--- config.mk ---
export PLATFORM = sky130hd
export DESIGN_NAME = prewish_blinky_multi
export DESIGN_NICKNAME = d
export VERILOG_FILES = /design/src/rtl/prewish_blinky_multi.sv
export SDC_FILE = /design/constraint.sdc
export NUM_CORES = 1
export LEC_CHECK = 0
export CORE_ASPECT_RATIO = 0.9
export CORE_MARGIN = 2
export CORE_UTILIZATION = 50
export CTS_BUF_LIST = sky130_fd_sc_hd__clkbuf_4 sky130_fd_sc_hd__clkbuf_8
export CTS_CLUSTER_SIZE = 14
export DETAILED_ROUTE_END_ITERATION = 8
export PLACE_DENSITY = 0.79
export SYNTH_ARGS = -nofsm -noshare
export SYNTH_HDL_FRONTEND = slang
export SYNTH_SLANG_ARGS = --single-unit
--- constraint.sdc ---
create_clock -name CLK_I -period 5.6 [get_ports CLK_I]
set_clock_uncertainty 0.1 [all_clocks]
set_input_delay 0.84 -clock CLK_I [delete_from_list [all_inputs] [get_ports CLK_I]]
set_output_delay 0.84 -clock CLK_I [all_outputs]
set_load 0.02 [all_outputs]
--- src/rtl/prewish_blinky_multi.sv ---
`timescale 1ns/1ps
// ---------------------------------------------------------------------------
// prewish_blinky_multi
//
// Multi-channel mask blinker. Each channel shifts a MASK_BITS-wide pattern
// out MSB-first to its LED, advancing one bit per shared prescaler tick.
// Masks arrive over a Wishbone-style write strobe. A write to an idle
// channel starts it at once. A write to a running channel is parked in a
// pending buffer and takes effect at the next pattern boundary. Each write
// chooses repeat (MODE_I=1) or one-shot (MODE_I=0) playback.
//
// Ports
//   CLK_I   in   1          system clock
//   RST_I   in   1          synchronous active-high reset
//   STB_I   in   1          write strobe, rising edge performs one write
//   ADR_I   in   CH_BITS    target channel (>= NUM_CH is acked, ignored)
//   DAT_I   in   MASK_BITS  mask to load
//   MODE_I  in   1          1 = repeat pattern, 0 = one-shot
//   ACK_O   out  1          one-cycle acknowledge, the cycle after a write
//   LED_O   out  NUM_CH     active-high LED outputs (registered)
//   BUSY_O  out  NUM_CH     channel is in RUN state
// ---------------------------------------------------------------------------
module prewish_blinky_multi #(
    parameter int NUM_CH        = 4,
    parameter int MASK_BITS     = 8,
    parameter int MASK_CLK_BITS = 14,
    parameter int CH_BITS       = 2
) (
    input  logic                 CLK_I,
    input  logic                 RST_I,
    input  logic                 STB_I,
    input  logic [CH_BITS-1:0]   ADR_I,
    input  logic [MASK_BITS-1:0] DAT_I,
    input  logic                 MODE_I,
    output logic                 ACK_O,
    output logic [NUM_CH-1:0]    LED_O,
    output logic [NUM_CH-1:0]    BUSY_O
);

    localparam int IDX_W = (MASK_BITS > 1) ? $clog2(MASK_BITS) : 1;
    localparam logic [IDX_W-1:0] LAST_IDX = IDX_W'(MASK_BITS - 1);

    typedef enum logic {
        ST_IDLE = 1'b0,
        ST_RUN  = 1'b1
    } chState_t;

    logic [MASK_CLK_BITS-1:0] r_presc;
    logic                     r_stbD;
    logic                     r_ack;
    logic                     w_tick;
    logic                     w_wr;

    // The tick is the last count of the prescaler, so idx advances on the
    // edge where the prescaler wraps back to zero.
    assign w_tick = &r_presc;
    // A held strobe produces exactly one write; it must drop before the next.
    assign w_wr   = STB_I & ~r_stbD;
    assign ACK_O  = r_ack;

    // Shared prescaler, strobe edge detector and acknowledge register.
    always_ff @(posedge CLK_I) begin
        if (RST_I) begin
            r_presc <= '0;
            r_stbD  <= 1'b0;
            r_ack   <= 1'b0;
        end else begin
            r_presc <= r_presc + MASK_CLK_BITS'(1);
            r_stbD  <= STB_I;
            r_ack   <= w_wr;
        end
    end

    for (genvar c = 0; c < NUM_CH; c++) begin : g_ch
        chState_t             r_state;
        chState_t             w_stateNext;
        logic [MASK_BITS-1:0] r_active;
        logic [MASK_BITS-1:0] w_activeNext;
        logic [MASK_BITS-1:0] r_pending;
        logic [MASK_BITS-1:0] w_pendingNext;
        logic                 r_pendValid;
        logic                 w_pendValidNext;
        logic                 r_pendMode;
        logic                 w_pendModeNext;
        logic                 r_mode;
        logic                 w_modeNext;
        logic [IDX_W-1:0]     r_idx;
        logic [IDX_W-1:0]     w_idxNext;
        logic                 r_led;
        logic                 w_ledNext;
        logic                 w_busy;
        logic                 w_wrCh;

        assign w_wrCh    = w_wr && (ADR_I == CH_BITS'(c));
        assign LED_O[c]  = r_led;
        assign BUSY_O[c] = w_busy;

        // Channel state register; reset discards the pattern and any pending mask.
        always_ff @(posedge CLK_I) begin
            if (RST_I) begin
                r_state     <= ST_IDLE;
                r_active    <= '0;
                r_pending   <= '0;
                r_pendValid <= 1'b0;
                r_pendMode  <= 1'b0;
                r_mode      <= 1'b0;
                r_idx       <= '0;
                r_led       <= 1'b0;
            end else begin
                r_state     <= w_stateNext;
                r_active    <= w_activeNext;
                r_pending   <= w_pendingNext;
                r_pendValid <= w_pendValidNext;
                r_pendMode  <= w_pendModeNext;
                r_mode      <= w_modeNext;
                r_idx       <= w_idxNext;
                r_led       <= w_ledNext;
            end
        end

        // Next-state logic. At a boundary a same-cycle write beats the
        // pending buffer, which beats repeat, which beats going idle.
        always_comb begin
            w_stateNext     = r_state;
            w_activeNext    = r_active;
            w_pendingNext   = r_pending;
            w_pendValidNext = r_pendValid;
            w_pendModeNext  = r_pendMode;
            w_modeNext      = r_mode;
            w_idxNext       = r_idx;
            case (r_state)
                ST_IDLE: begin
                    if (w_wrCh) begin
                        w_activeNext = DAT_I;
                        w_modeNext   = MODE_I;
                        w_idxNext    = '0;
                        w_stateNext  = ST_RUN;
                    end
                end
                ST_RUN: begin
                    if (w_tick && (r_idx == LAST_IDX)) begin
                        w_idxNext = '0;
                        if (w_wrCh) begin
                            w_activeNext    = DAT_I;
                            w_modeNext      = MODE_I;
                            w_pendValidNext = 1'b0;
                        end else if (r_pendValid) begin
                            w_activeNext    = r_pending;
                            w_modeNext      = r_pendMode;
                            w_pendValidNext = 1'b0;
                        end else if (!r_mode) begin
                            w_stateNext = ST_IDLE;
                        end
                    end else begin
                        if (w_tick) begin
                            w_idxNext = r_idx + IDX_W'(1);
                        end
                        if (w_wrCh) begin
                            w_pendingNext   = DAT_I;
                            w_pendModeNext  = MODE_I;
                            w_pendValidNext = 1'b1;
                        end
                    end
                end
                default: w_stateNext = ST_IDLE;
            endcase
        end

        // Output logic. The LED is registered from the current idx, so it
        // trails the state/idx update by one clock.
        always_comb begin
            w_busy    = (r_state == ST_RUN);
            w_ledNext = 1'b0;
            if (r_state == ST_RUN) begin
                w_ledNext = r_active[LAST_IDX - r_idx];
            end
        end
    end

endmodule

==> flow_summary.toml <==
[final_layout]
final_cell_mix = "dfxtp_1 (112), nor2_1 (54), nand2_1 (43), nor3_1 (43), o21ai_0 (34)"
multi_input_area_sq_um = 2830
n_fill_cell = 879
nNetsFinal = 589
fin_cells = 700
syn_to_final_growth_pct = 8.45
ff_latch_area_sq_um = 2240
drive_gt1_share_pct = 13.8
layout_commonest_cell = "dfxtp_1"
n_antenna_cell = 0
final_area_sq_um = 5760

[clocking]
post_cts_buffers = 0
htreeDepth = 3
cts_buffers = 9
tritoncts = "yes"
clk_latency_ns = 0.38
clockBufferDepth = 2
cts_root_buf = "clkbuf_8"
clk_pin_slew_ns = 0.11
post_cts_resize_count = 0
hold_buffers = 0
clock_sinks = 112

[synthesis]
ys_top_cells_by_area = "dfxtp_1 (42%), nor3_1 (4.0%), nor2_1 (3.8%)"
yosysWarnings = 0
synth_top_area_cell = "dfxtp_1"
async_flop_share_pct = 0
ys_seq_elements = 112
ys_types = 59
syn-num-nets = 599
syn-cell-area_sq_um = 5310
yosysTopAreaCellShare_pct = 42.2
syn_avg_cell_area_sq_um = 9.23
synth.yosys.seq_area_share_pct = 42.2
synth_cells = 576
synth_edf_count = 0
synth-main-ff-cell = "dfxtp_1"

[worst_setup_path]
r2r_slack_ns = 3.01
worstPathMaxFanout = 25
slowest_delay_ns = 0.88
crit_chain = "clkdlybuf4s50_1, nand4b_1, nor3_2, mux2i_1"
setup.worst_path.start_class = "input port"
cp.arrival_ns = 3.42
critPathRequiredTime_ns = 5.81
endpoint_kind = "flop"
slowest_stage = "nor3_2"
path_class = "input port to flop"

[flow_run]
drv_cap = 0

[sta]
totalNegativeSetupSlack_ns = 0
min_period_ns = 3.20
max_freq_ghz = 0.312
max_slew_margin_pct = 28.4
drv_slew = 0
rsz0062_at_grt = "no"
finalHoldViolCount = 0
final-setup-viol-count = 0
post-route-period-util_pct = 57.2
tightest_slew_ns = 1.07
fin_ws_ns = 2.40

[pwr]
comb_power_share_pct = 7.8
power_mw = 1.46
leakage_nw = 2.36
p_sw_mw = 0.375
power_density_nw_per_um2 = 254
netSwitchingFraction_pct = 25.7
power_frac_seq_pct = 56.8
power.clock.fraction_pct = 35.3
internal_power_mw = 1.09
irDropWorstVdd_uv = 171

[placed_design]
placed_cells = 684
hpwl_mm = 8.43
preCtsSetupSlack_ns = 2.02
gp_congestion = 0.826
portBuffers = 22
placed_cell_area_sq_um = 5550

[global_route]
grt_usage_pct = 22.6
grt_pass1_vias = 4163
grt_max_degree = 50
antenna_found_initial = 0
grt_overflow = 0
grt_pass1_wl_mm = 20.7

[floorplan]
die_h_microns = 102
start_util_pct = 51.6
die_area_sq_um = 11500
std_cell_rows = 35
dieWidth_microns = 113
num_io_pins = 23
core_area_sq_um = 10300

[routing]
antenna_left = 0
vias_per_cell = 6.24
drt_pass1_iterations = 6
drt-total-wl_mm = 12.5
route.vias.total = 4368
drt_iter0_drc = 247
wl_per_cell_microns = 17.9
drc_errors = 0

[outcome]
status = "finished clean"

[min_path]
hold_path.class = "flop to flop"
==> synthesized netlist by cell type, types with 9 or more instances <==
library cell and number:
o21ai_0 34, nand3_1 15, o211a_1 18, nor2_1 54
a211oi_1 9, inv_1 14, ha_1 9, nor3_1 43
a31o_2 18, a21oi_1 15, a221oi_2 9, nand2_1 43
o22a_1 9, nand2b_1 13, clkbuf_1 34, mux2i_1 20
o31ai_1 9, dfxtp_1 112
==> power by group through the flow <==
stage                     combinational (mW)  sequential [mW]  clock [mW]
after floorplan                       0.0781            0.842           0
after global placement                 0.109            0.847           0
after detailed placement               0.113            0.849           0
after CTS                              0.113            0.830       0.519
after global routing                   0.124            0.833       0.549
final                                  0.115            0.830       0.516
==> sequential cells by signal, indices dropped and copies added, names as in the netlist <==
signal and cells:
ACK_O 1, g_ch.r_active 32, g_ch.r_idx 12, g_ch.r_led 4, g_ch.r_mode 4, g_ch.r_pendMode 4, g_ch.r_pendValid 4, g_ch.r_pending 32
g_ch.r_state 4, r_presc 14, r_stbD 1
==> per-stage QoR <==
stage          hold slack [ns]  utilization [%]
2_1_floorplan            0.332                -
4_1_cts                  0.367             56.0
3_3_place_gp             0.346             54.0
3_5_place_dp             0.353             54.0
6_report                 0.367             56.0
5_1_grt                  0.395             56.0
==> cell type report <==
class	instances	area share, %
flip-flops and latches	112	38.9
well taps	129	2.80
clock buffers	10	2.39
repair buffers	29	4.65
inverters	14	0.912
clock inverters	6	1.26
multi-input cells	400	49.1
==> layer usage <==
layer	GRT usage, %	wire length (microns)
met5	0	0
met1	29.9	5580
met4	7.97	353
met3	4.55	790
met2	37.2	5790
==> logic make-up after synthesis <==
kind of cell / after synthesis / share of synthesized area (%)
AOI/OAI and AO/OA: 145 / 21.5
xor gates and xnor gates: 9 / 1.48
adders and majority gates: 9 / 2.12
buffers and inverters: 64 / 5.49
DFF: 112 / 42.2
muxes: 30 / 7.58
and+or+nand+nor: 207 / 19.7
==> worst paths after layout <==
path	start	to	cells after the start
worst max-delay path	ADR_I[0]	g_ch[3].r_pending[3]	4
worst min-delay path	g_ch[3].r_pending[2]	g_ch[3].r_pending[2]	2
worst max register to register	r_stbD	g_ch[3].r_pending[3]	3
worst min register to register	g_ch[3].r_pending[2]	g_ch[3].r_pending[2]	2
==> critical path, delay by kind of cell <==
family        cells  cell delay [ns]
mux               1             0.26
simple gates      2             1.70
buf+inv           1             0.61
(Power assumes the default switching activity.)
